===== src/rtl/mem_interface.sv =====
// Memory-side access stage between the MAR/MDR and a synchronous single-port RAM.
// Handles one read or write at a time, with a programmable number of RAM wait states.
module mem_interface #(
  parameter int ADDR_WIDTH  = 9,
  parameter int WAIT_STATES = 2
) (
  input  logic                  clk,
  input  logic                  clr,
  input  logic [31:0]           mar_q,
  input  logic [31:0]           mdr_q,
  input  logic                  read_req,
  input  logic                  write_req,
  output logic [31:0]           mdatain,
  output logic                  mdr_load,
  output logic                  mem_ready,
  output logic                  busy,
  output logic                  err,
  output logic                  ram_en,
  output logic                  ram_we,
  output logic [ADDR_WIDTH-1:0] ram_addr,
  output logic [31:0]           ram_wdata,
  input  logic [31:0]           ram_rdata
);

  localparam int CW = (WAIT_STATES < 1) ? 1 : $clog2(WAIT_STATES + 1);

  localparam logic [1:0] IDLE   = 2'd0;
  localparam logic [1:0] ACCESS = 2'd1;
  localparam logic [1:0] DONE   = 2'd2;

  logic [1:0]            state_reg, state_next;
  logic [CW-1:0]         cnt_reg, cnt_next;
  logic [31:0]           mdatain_next;
  logic                  mdr_load_next;
  logic                  mem_ready_next;
  logic                  busy_next;
  logic                  err_next;
  logic                  ram_en_next;
  logic                  ram_we_next;
  logic [ADDR_WIDTH-1:0] ram_addr_next;
  logic [31:0]           ram_wdata_next;

  // Upper MAR bits are deliberately ignored.
  generate
    if (ADDR_WIDTH < 32) begin : g_unused_mar
      logic unused_mar_bits;
      assign unused_mar_bits = ^mar_q[31:ADDR_WIDTH];
    end
  endgenerate

  always_comb begin
    state_next     = state_reg;
    cnt_next       = cnt_reg;
    mdatain_next   = mdatain;
    mdr_load_next  = 1'b0;
    mem_ready_next = 1'b0;
    err_next       = 1'b0;
    ram_en_next    = ram_en;
    ram_we_next    = ram_we;
    ram_addr_next  = ram_addr;
    ram_wdata_next = ram_wdata;

    case (state_reg)
      IDLE: begin
        if (read_req && write_req) begin
          err_next = 1'b1;
        end else if (read_req || write_req) begin
          ram_addr_next = mar_q[ADDR_WIDTH-1:0];
          ram_en_next   = 1'b1;
          ram_we_next   = write_req;
          if (write_req) begin
            ram_wdata_next = mdr_q;
          end
          cnt_next   = CW'(WAIT_STATES);
          state_next = ACCESS;
        end
      end

      ACCESS: begin
        if (cnt_reg != '0) begin
          cnt_next = cnt_reg - CW'(1);
        end else begin
          // ram_we still tells us which kind of access is finishing.
          state_next     = DONE;
          ram_en_next    = 1'b0;
          ram_we_next    = 1'b0;
          mem_ready_next = 1'b1;
          if (!ram_we) begin
            mdatain_next  = ram_rdata;
            mdr_load_next = 1'b1;
          end
        end
      end

      DONE: begin
        state_next = IDLE;
      end

      default: begin
        state_next  = IDLE;
        ram_en_next = 1'b0;
        ram_we_next = 1'b0;
      end
    endcase

    busy_next = (state_next != IDLE);
  end

  always_ff @(posedge clk or posedge clr) begin
    if (clr) begin
      state_reg <= IDLE;
      cnt_reg   <= '0;
      mdatain   <= '0;
      mdr_load  <= 1'b0;
      mem_ready <= 1'b0;
      busy      <= 1'b0;
      err       <= 1'b0;
      ram_en    <= 1'b0;
      ram_we    <= 1'b0;
      ram_addr  <= '0;
      ram_wdata <= '0;
    end else begin
      state_reg <= state_next;
      cnt_reg   <= cnt_next;
      mdatain   <= mdatain_next;
      mdr_load  <= mdr_load_next;
      mem_ready <= mem_ready_next;
      busy      <= busy_next;
      err       <= err_next;
      ram_en    <= ram_en_next;
      ram_we    <= ram_we_next;
      ram_addr  <= ram_addr_next;
      ram_wdata <= ram_wdata_next;
    end
  end

endmodule


===== config.mk =====
export PLATFORM = sky130hd
export DESIGN_NAME = mem_interface
export DESIGN_NICKNAME = d
export VERILOG_FILES = /design/src/rtl/mem_interface.sv
export SDC_FILE = /design/constraint.sdc
export NUM_CORES = 1
export LEC_CHECK = 0
export BUFFER_PORTS_ARGS = -buffer_cell sky130_fd_sc_hd__buf_4
export CELL_PAD_IN_SITES_DETAIL_PLACEMENT = 1
export CELL_PAD_IN_SITES_GLOBAL_PLACEMENT = 2
export CORE_MARGIN = 5
export CORE_UTILIZATION = 30
export CTS_CLUSTER_SIZE = 14
export DETAILED_ROUTE_END_ITERATION = 6
export PLACE_DENSITY = 0.82
export SLEW_MARGIN = 10
export SYNTH_ARGS = -nofsm -noshare
export SYNTH_HDL_FRONTEND = slang
export SYNTH_SLANG_ARGS = --single-unit

===== constraint.sdc =====
create_clock -name clk -period 7 [get_ports clk]
set_input_delay 1.05 -clock clk [delete_from_list [all_inputs] [get_ports clk]]
set_output_delay 1.05 -clock clk [all_outputs]
set_load 0.01 [all_outputs]

==> run_results.csv, run 1 <==
group,metric,value,unit
run_status,status,"finished clean",
logic_synthesis,synthSimpleGateAreaFrac,3.06,%
logic_synthesis,yosys_warnings,0,
finish,diodes,0,
clock_tree,clockBufferDepth,2,
place,portBuffers,155,
detailed_routing,route.vias.total,2178,
clock_tree,cts_max_level,3,
clock_tree,clk_pin_slew,0.07,ns
global_route,grt_overflow_total,0,
sta,setup_tns,0,ns
logic_synthesis,synth_edf_count,0,
sta,max_clock_freq,0.501,GHz
worst_hold_path,hold_depth,1,
critical_path,worst_path_max_delay_cell,"and2_4",
critical_path,regToRegStartpoint,"cnt_reg[0]",
global_route,grt_pass1_vias,2501,
logic_synthesis,synth_seq_area_share,62.7,%
worst_hold_path,hp-class,"flip-flop to flip-flop",
critical_path,cp-startpoint,"cnt_reg[0]",
clock_tree,clock_sinks,83,
logic_synthesis,synth_top_area_cell,"dfrtp_1",
logic_synthesis,synthAdderAreaFrac,0.378,%
sta,finClkSkew,0.00951,ns
global_route,grt_pass1_wl,12.5,mm
sta,finalCritPeriodShare,28.5,%
clock_tree,numCtsBuffers,9,
critical_path,cp-start-kind,"flip-flop",
sta,setup_violations,0,
floorplan,die_w,115,um
logic_synthesis,syn_inst,195,
detailed_routing,firstDrtPassIters,4,
critical_path,critPathCapture,"mdatain[9]",
logic_synthesis,yosysTopAreaCellShare,62.7,%
sta,worst_slew_pin_slew,1.03,ns
sta,rsz0062_at_grt,"false",
detailed_routing,drt-initial-drc-count,54,
sta,timing.final.hold_violations,0,
logic_synthesis,syn-cell-area,3310,um^2
critical_path,required,7.22,ns
floorplan,die-height,115,um
sta,min_period,2.00,ns
floorplan,dieArea,13200,um^2
critical_path,rrSetupSlack,5.00,ns
sta,slew_viol_final,0,
finish,largestRegisters,"mdatain x32, ram_wdata x32, ram_addr x9",
global_route,antenna_found_initial,0,
global_route,grt_start_max_net_pins,84,
sta,maxSlewHeadroom,31.0,%
finish,ff_latch_area,2080,um^2
critical_path,r2r_end,"mdatain[9]",
logic_synthesis,ys_ff_latch,83,
critical_path,worstPathArrival,2.22,ns
detailed_routing,drt-total-wl,7.95,mm
critical_path,cp_cell_sequence,"inv_1, ha_1, and3b_1, and2_4, mux2_2",
clock_tree,cts.repair.resized,0,
logic_synthesis,synth-compound-area-share,1.36,%
logic_synthesis,synth_area_leaders,"dfrtp_1 63%, mux2_2 14%, mux2_4 13%",
logic_synthesis,avgSynthCellArea,17.0,um^2
floorplan,rows,38,
place,gp_congestion,0.669,
floorplan,coreArea,10800,um^2
place,dp.final_hpwl,5.83,mm
logic_synthesis,synth-main-ff-cell,"dfrtp_1",
detailed_routing,ant_nets,0,
critical_path,slowest_delay,0.54,ns
clock_tree,cts_tree,"built",
global_route,grt_usage,11.9,%
clock_tree,clk-insertion-delay-late,0.34,ns
critical_path,r2r_cells,5,
detailed_routing,route.detailed.wl_per_inst,16.1,um
finish,fin_nets,454,
logic_synthesis,synthMuxAreaShare,28.1,%
critical_path,critPathCaptureType,"flip-flop",
floorplan,start_util,30.6,%
finish,multi_input_area,1100,um^2
finish,fillCellCount,1153,
power,p_per_area,447,nW/um^2
clock_tree,postCtsSetupRepairBufs,0,
floorplan,io_pins,179,
flow_run,max-cap-violations,0,
logic_synthesis,synth_nets,296,
finish,drive_gt1_share,67.9,%
finish,synthToLayoutAreaGrowth,41.9,%
clock_tree,ctsHoldBuffers,0,
power,p_leak,2.30,nW
clock_tree,clk_root_buffer_cell,"clkbuf_8",
detailed_routing,drcViolationCount,0,
sta,whs,0.493,ns
logic_synthesis,synth-xor-area-share,0.264,%
logic_synthesis,async_flop_share,100,%
logic_synthesis,synth_top_family_by_area,"multiplexers",
critical_path,cp_max_fo,33,
power,irDropWorstVdd,0.000149,V
logic_synthesis,ys_types,23,
detailed_routing,vias_per_cell,4.40,
critical_path,worstSetupPathType,"flip-flop to flip-flop",
-- layout make-up --
type,instances,share of cell area (%)
sequential,83,44.2
timing repair buffer,157,25.1
multi-input combinational,96,23.4
tap,140,3.73
clock buffer,13,3.17
inverter,6,0.506
-- worst max-delay path, delay by kind of cell, from the launching register on --
family	cells	cell delay (ns)
fa+ha+maj	1	0.24
buf+inv	1	0.08
flops	1	0.37
mux	1	0.40
simple gates	2	0.76
-- cells in the mapped netlist (2+ instances only) --
cell type / count
and3b_1: 2
buf_12: 3
buf_2: 2
buf_4: 3
buf_6: 2
dfrtp_1: 83
inv_1: 6
mux2_1: 2
mux2_2: 42
mux2_4: 29
nand2_1: 4
nor2_1: 2
nor3b_1: 3
o21ai_0: 3
-- routing by layer --
metal	track usage [%]	routed length, um
met2	18.5	3740
met5	0	0
met3	5.42	838
met4	4.54	111
met1	14.5	3260
-- kinds of logic after synthesis --
group | Yosys count
adder cells (fa/ha/maj) | 1
flip-flops | 83
buffers and inverters | 16
multiplexers | 73
AO/OA/AOI/OAI | 7
XOR/XNOR | 1
AND/OR/NAND/NOR | 14
-- where the power goes --
part           total [W]  internal (W)  switching, W
Clock           0.000286      0.000134      0.000152
Combinational   0.000962      0.000587      0.000375
Sequential      0.000853      0.000720      0.000134
-- worst min-delay path by stage --
stage,startpoint,endpoint
2_1_floorplan,cnt_reg[0],cnt_reg[0]
3_3_place_gp,ram_wdata[5],ram_wdata[5]
3_5_place_dp,ram_wdata[5],ram_wdata[5]
4_1_cts,ram_wdata[5],ram_wdata[5]
5_1_grt,ram_wdata[20],ram_wdata[20]
6_report,ram_wdata[20],ram_wdata[20]
-- through the flow --
stage	worst slack, ns	total power [W]	cell area [um^2]	cells	util (%)
3_5_place_dp	4.64	0.00185	4550	482	42.0
5_1_grt	4.85	0.00225	4700	495	43.4
2_1_floorplan	3.81	0.00138	3310	195	-
6_report	5.00	0.00210	4700	495	43.4
4_1_cts	4.96	0.00215	4700	495	43.4
3_3_place_gp	4.66	0.00181	4550	482	42.0
-- layout by cell type (no fill, tap or decap), drive strengths merged --
cell type,count
a21o,1
a22oi,1
a31oi,1
and2,1
and3,1
and3b,2
buf,157
clkbuf,13
clkinv,1
dfrtp,83
ha,1
inv,5
mux2,73
nand2,4
nor2,2
nor3b,3
nor4b,1
o21ai,3
o32ai,1
xor2,1
Note: power is estimated with default switching activity, not from simulation.
==> inputs of run 2 (changes only) <==
- ABC_AREA: not set -> 1
- CORE_UTILIZATION: 30 -> 25
- PLACE_DENSITY: 0.82 -> 0.78
- clock period: 7 -> 1.9 ns (I/O delays scaled with it)
==> run_results.csv, run 2 <==
group,metric,value,unit
run_status,status,"finished clean",
sta,finClkSkew,0.00737,ns
worst_hold_path,hp-class,"primary input to async pin",
clock_tree,ctsHoldBuffers,0,
logic_synthesis,yosys_warnings,0,
power,p_per_area,1700,nW/um^2
floorplan,die_w,127,um
detailed_routing,drt-initial-drc-count,89,
place,gp_congestion,0.683,
finish,drive_gt1_share,41.5,%
sta,setup_tns,0,ns
logic_synthesis,async_flop_share,100,%
power,p_sw,0.00299,W
clock_tree,cts_tree,"built",
critical_path,critPathCaptureType,"flip-flop",
logic_synthesis,ys_ff_latch,83,
place,place_inst,673,
clock_tree,clock_sinks,83,
critical_path,r2r_cells,5,
place,dp.final_hpwl,6.70,mm
logic_synthesis,synth_area_leaders,"dfrtp_1 61%, nand2_1 16%, o21ai_2 5.9%",
detailed_routing,vias_per_cell,4.04,
detailed_routing,ant_nets,0,
detailed_routing,drcViolationCount,0,
finish,diodes,0,
floorplan,dieArea,16000,um^2
power,power_frac_comb,40.1,%
detailed_routing,route.detailed.wl_per_inst,13.4,um
global_route,grt_usage,11.4,%
floorplan,start_util,25.6,%
power,p_sw_share,35.0,%
sta,worst_slew_pin_slew,0.808,ns
detailed_routing,route.vias.total,2784,
finish,largestRegisters,"mdatain x32, ram_wdata x32, ram_addr x9",
global_route,antenna_found_initial,0,
sta,setup_violations,0,
clock_tree,postCtsSetupRepairBufs,0,
clock_tree,numCtsBuffers,9,
sta,slew_viol_final,0,
finish,fillCellCount,1544,
logic_synthesis,synth_nets,455,
power,fin_total_pwr,0.00852,W
logic_synthesis,synth-main-ff-cell,"dfrtp_1",
finish,mostFrequentLayoutCell,"buf_4",
sta,maxSlewHeadroom,46.1,%
logic_synthesis,syn_inst,354,
logic_synthesis,synth_seq_area_share,61.1,%
global_route,grt_overflow_total,0,
floorplan,coreArea,13300,um^2
logic_synthesis,synth_edf_count,0,
logic_synthesis,yosysTopAreaCellShare,61.1,%
clock_tree,cts_max_level,3,
critical_path,rrSetupSlack,0.29,ns
critical_path,worstPathArrival,1.87,ns
logic_synthesis,avgSynthCellArea,9.61,um^2
global_route,grt_pass1_vias,2913,
detailed_routing,drt-total-wl,9.21,mm
critical_path,cp_max_fo,65,
detailed_routing,firstDrtPassIters,4,
critical_path,regToRegStartpoint,"state_reg[1]",
power,irDropWorstVdd,0.000476,V
sta,max_clock_freq,0.619,GHz
critical_path,required,2.15,ns
global_route,grt_pass1_wl,14.8,mm
clock_tree,clockBufferDepth,2,
finish,synthToLayoutAreaGrowth,47.3,%
clock_tree,clk_root_buffer_cell,"clkbuf_16",
sta,timing.final.hold_violations,0,
critical_path,cp-start-kind,"flip-flop",
critical_path,cp-startpoint,"state_reg[1]",
clock_tree,clk_pin_slew,0.06,ns
finish,final_cell_mix,"157 x buf_4, 141 x nand2_1, 83 x dfrtp_1, 49 x inv_1, 23 x o21ai_2",
logic_synthesis,synth_commonest_cells,"141 x nand2_1, 83 x dfrtp_1, 50 x inv_1, 23 x o21ai_2, 18 x o21ai_1",
floorplan,die-height,127,um
power,power.internal,0.00553,W
logic_synthesis,synth.most_common_cell,"nand2_1",
finish,fin_area,5010,um^2
logic_synthesis,syn-cell-area,3400,um^2
global_route,grt_start_max_net_pins,84,
critical_path,worstSetupPathType,"flip-flop to flip-flop",
critical_path,critPathCapture,"ram_wdata[16]",
clock_tree,clk-insertion-delay-late,0.34,ns
sta,min_period,1.61,ns
logic_synthesis,synth_top_area_cell,"dfrtp_1",
power,p_leak,2.78,nW
logic_synthesis,ys_types,24,
power,seqPwrFrac,36.6,%
finish,final_cells,689,
place,placed_area,4670,um^2
floorplan,io_pins,179,
floorplan,rows,42,
clock_tree,cts.repair.resized,0,
critical_path,r2r_end,"ram_wdata[16]",
power,pwr-share-clk,23.3,%
sta,finalCritPeriodShare,85.0,%
sta,whs,0.0787,ns
flow_run,max-cap-violations,0,
finish,fin_nets,609,
place,portBuffers,155,
sta,rsz0062_at_grt,"false",
## run 2: cell types whose count changed after synthesis, moves of 3 or more
cell     change
mux2_2      -42
inv_1       +44
o21ai_1     +18
o21ai_2     +23
mux2_4      -29
nand3_1      +3
nand2_2      +8
nor3b_1      -3
buf_6        +4
nand2_1    +137
## run 2: metrics by stage
stage | util [%] | setup slack (ns)
final | 37.7 | 0.285
after global routing | 37.7 | 0.104
after CTS | 37.7 | 0.245
after detailed placement | 35.1 | 0.268
after global placement | 35.1 | 0.342
after floorplan | - | 0.622
## run 2: worst min-delay path by stage
stage | startpoint | end | slack, ns
3_3_place_gp | clr | ram_wdata[5] | 0.46
4_1_cts | clr | state_reg[0] | 0.1
2_1_floorplan | ram_rdata[0] | mdatain[0] | 0.39
6_report | clr | err | 0.08
3_5_place_dp | clr | ram_wdata[5] | 0.47
5_1_grt | clr | state_reg[0] | 0.12
## run 2: worst max-delay path, stage by stage, from the launching register on
cell and delay (ns):
dfrtp_1 0.49, nor2_2 0.08, nand3_2 0.06, buf_4 0.63
nand2_1 0.14, o21ai_2 0.10
## run 2: layout make-up
cell class	count	area, um^2	share of cell area [%]
sequential	83	2080	41.4
timing repair buffer	158	1200	23.9
multi-input combinational	204	972	19.4
clock buffer	9	225	4.49
tap	176	220	4.39
inverter	52	201	4.02
clock inverter	7	116	2.32
## run 2: power groups by stage
stage	clock network (W)	logic (W)	registers [W]
2_1_floorplan	0	0.00148	0.00347
3_3_place_gp	0	0.00341	0.00312
3_5_place_dp	0	0.00352	0.00315
4_1_cts	0.00207	0.00353	0.00313
5_1_grt	0.00215	0.00379	0.00324
6_report	0.00199	0.00341	0.00312
## run 2: cells by family after synthesis
group,share of synthesized area [%]
DFF,61.1
AOI/OAI and AO/OA,8.86
adders and majority gates,0.368
and+or+nand+nor,19.3
buffers and inverters,10.4
## run 2: layer usage
| metal | GRT usage (%) | up-vias | part of all wire, % |
|---|---|---|---|
| met5 | 0 | - | 0 |
| met4 | 4.54 | 0 | 1.3 |
| met3 | 3.61 | 12 | 7.0 |
| met2 | 18.1 | 93 | 47 |
| met1 | 14.5 | 1304 | 44 |
| li1 | - | 1375 | - |
==> inputs of run 3 (changes only) <==
- CORE_UTILIZATION: 25 -> 23
- PLACE_DENSITY: 0.78 -> 0.76
- clock period: 1.9 -> 1.48 ns (I/O delays scaled with it)
==> run_results.csv, run 3 (synthesized netlist as in run 2, its figures left out) <==
group,metric,value,unit
clock_tree,clockBufferDepth,2,
detailed_routing,wl_met2,4.74,mm
sta,timing.final.ws_setup,0.0380,ns
sta,finClkSkew,0.00645,ns
detailed_routing,vias_per_cell,4.04,
finish,mostFrequentLayoutCell,"buf_4",
detailed_routing,met3WireLength,659,um
finish,final_cells,707,
clock_tree,cts_tree,"built",
power,p_per_area,2150,nW/um^2
worst_hold_path,hp-class,"primary input to async pin",
global_route,antenna_found_initial,0,
clock_tree,clk_root_buffer_cell,"clkbuf_16",
critical_path,cp_max_fo,7,
floorplan,dieArea,17300,um^2
sta,min_period,1.44,ns
detailed_routing,ant_nets,0,
clock_tree,numCtsBuffers,9,
place,dpl_worst_slack,-0.0837,ns
finish,fin_nets,619,
place,place_inst,684,
clock_tree,clk-insertion-delay-late,0.34,ns
critical_path,critPathCaptureType,"flip-flop",
detailed_routing,firstDrtPassIters,4,
critical_path,slowest_delay,0.40,ns
floorplan,start_util,23.4,%
detailed_routing,route.vias.total,2854,
power,fin_total_pwr,0.0112,W
sta,timing.final.hold_violations,0,
sta,setup_violations,0,
floorplan,die-height,132,um
detailed_routing,drt-total-wl,9.83,mm
global_route,grt_pass1_vias,3083,
sta,maxSlewHeadroom,68.7,%
sta,finalCritPeriodShare,97.4,%
place,gp_congestion,0.711,
finish,fin_area,5190,um^2
floorplan,coreArea,14500,um^2
place,portBuffers,155,
detailed_routing,highest_layer,"met4",
run_status,status,"finished clean",
global_route,grt_start_max_net_pins,84,
detailed_routing,route.detailed.wl_per_inst,13.9,um
floorplan,rows,44,
finish,diodes,0,
critical_path,worstSetupPathType,"flip-flop to flip-flop",
finish,largestRegisters,"mdatain x32, ram_wdata x32, ram_addr x9",
global_route,grt_pass1_wl,15.6,mm
power,p_leak,2.86,nW
sta,slew_viol_final,0,
sta,worst_slew_pin_slew,0.469,ns
global_route,grt_usage,11.0,%
critical_path,cp-start-kind,"flip-flop",
sta,max_clock_freq,0.693,GHz
flow_run,max-cap-violations,0,
critical_path,cp_cell_sequence,"inv_2, ha_2, inv_2, nor2_4, nand2_8, clkbuf_16, nand2_1, nand2_1",
critical_path,required,1.71,ns
detailed_routing,drcViolationCount,0,
critical_path,worst_path_max_delay_cell,"dfrtp_1",
critical_path,worstPathArrival,1.67,ns
global_route,grt_overflow_total,0,
floorplan,io_pins,179,
finish,final_cell_mix,"158 x buf_4, 141 x nand2_1, 83 x dfrtp_1, 47 x inv_1, 23 x o21ai_2",
floorplan,die_w,132,um
clock_tree,clock_sinks,83,
detailed_routing,drt-initial-drc-count,97,
clock_tree,clk_pin_slew,0.06,ns
finish,synthToLayoutAreaGrowth,52.4,%
finish,drive_gt1_share,43.2,%
detailed_routing,drt-met1-wl,4.29,mm
place,dp.final_hpwl,6.84,mm
place,placed_area,4750,um^2
clock_tree,cts_max_level,3,
power,irDropWorstVdd,0.000723,V
run 3: cell types whose count changed in the layout (fill, tap and decap cells not counted), sizes merged:
cell and delta:
buf +7, clkinvlp -1, bufinv -2, clkbuf +5, clkinv +1
run 3: critical path: cells and delay by family (launching register included):
kind                       cells  cell delay [ns]
adders and majority gates      1             0.19
DFF                            1             0.40
buffers and inverters          3             0.32
and+or+nand+nor                4             0.41
run 3: layout make-up:
class | instances | area, um^2
fill | 1665 | 9350
sequential | 83 | 2080
timing repair buffer | 167 | 1360
multi-input combinational | 204 | 991
clock buffer | 12 | 256
tap | 184 | 230
inverter | 52 | 211
clock inverter | 4 | 48.8
timing repair inverter | 1 | 8.76
run 3: final timing paths:
path	start	endpoint	slack, ns	depth (start not counted)
max	cnt_reg[0]	mdatain[28]	0.04	8
min	clr	ram_wdata[27]	0.006	3
max reg2reg	cnt_reg[0]	mdatain[28]	0.04	8
min reg2reg	ram_en	ram_en	0.48	2
max in group asynchronous	clr	mdatain[27]	1.10	3
min in group clk	ram_rdata[2]	mdatain[2]	0.07	3
run 3: report_power, final:
group	total [W]	internal, W	switching [W]
logic	0.00487	0.00241	0.00246
clock network	0.00230	0.00140	0.000899
registers	0.00400	0.00336	0.000641
total	0.0112	0.00717	0.00400
run 3: timing repair:
action | CTS | global route
pin swaps | 0 | 3
setup endpoints to repair | 32 | 32
resized for setup | 2 | 9
hold buffers | 0 | 0
setup buffers | 0 | 3
cloned | 0 | 4
run 3: stage by stage:
stage / hold WS (ns) / TNS (ns) / utilization, %
floorplan: 0.332 / 0 / -
global placement: 0.392 / -0.0641 / 32.7
detailed placement: 0.398 / -1.68 / 32.7
CTS: 0.0249 / 0 / 34.8
global route: 0.0591 / -0.212 / 35.7
finish: 0.00634 / 0 / 35.7
run 3: per-layer routing:
layer / GRT usage [%] / vias up
met5: 0 / -
met4: 4.11 / 0
met3: 4.32 / 9
met2: 17.6 / 89
met1: 13.5 / 1361
li1: - / 1395
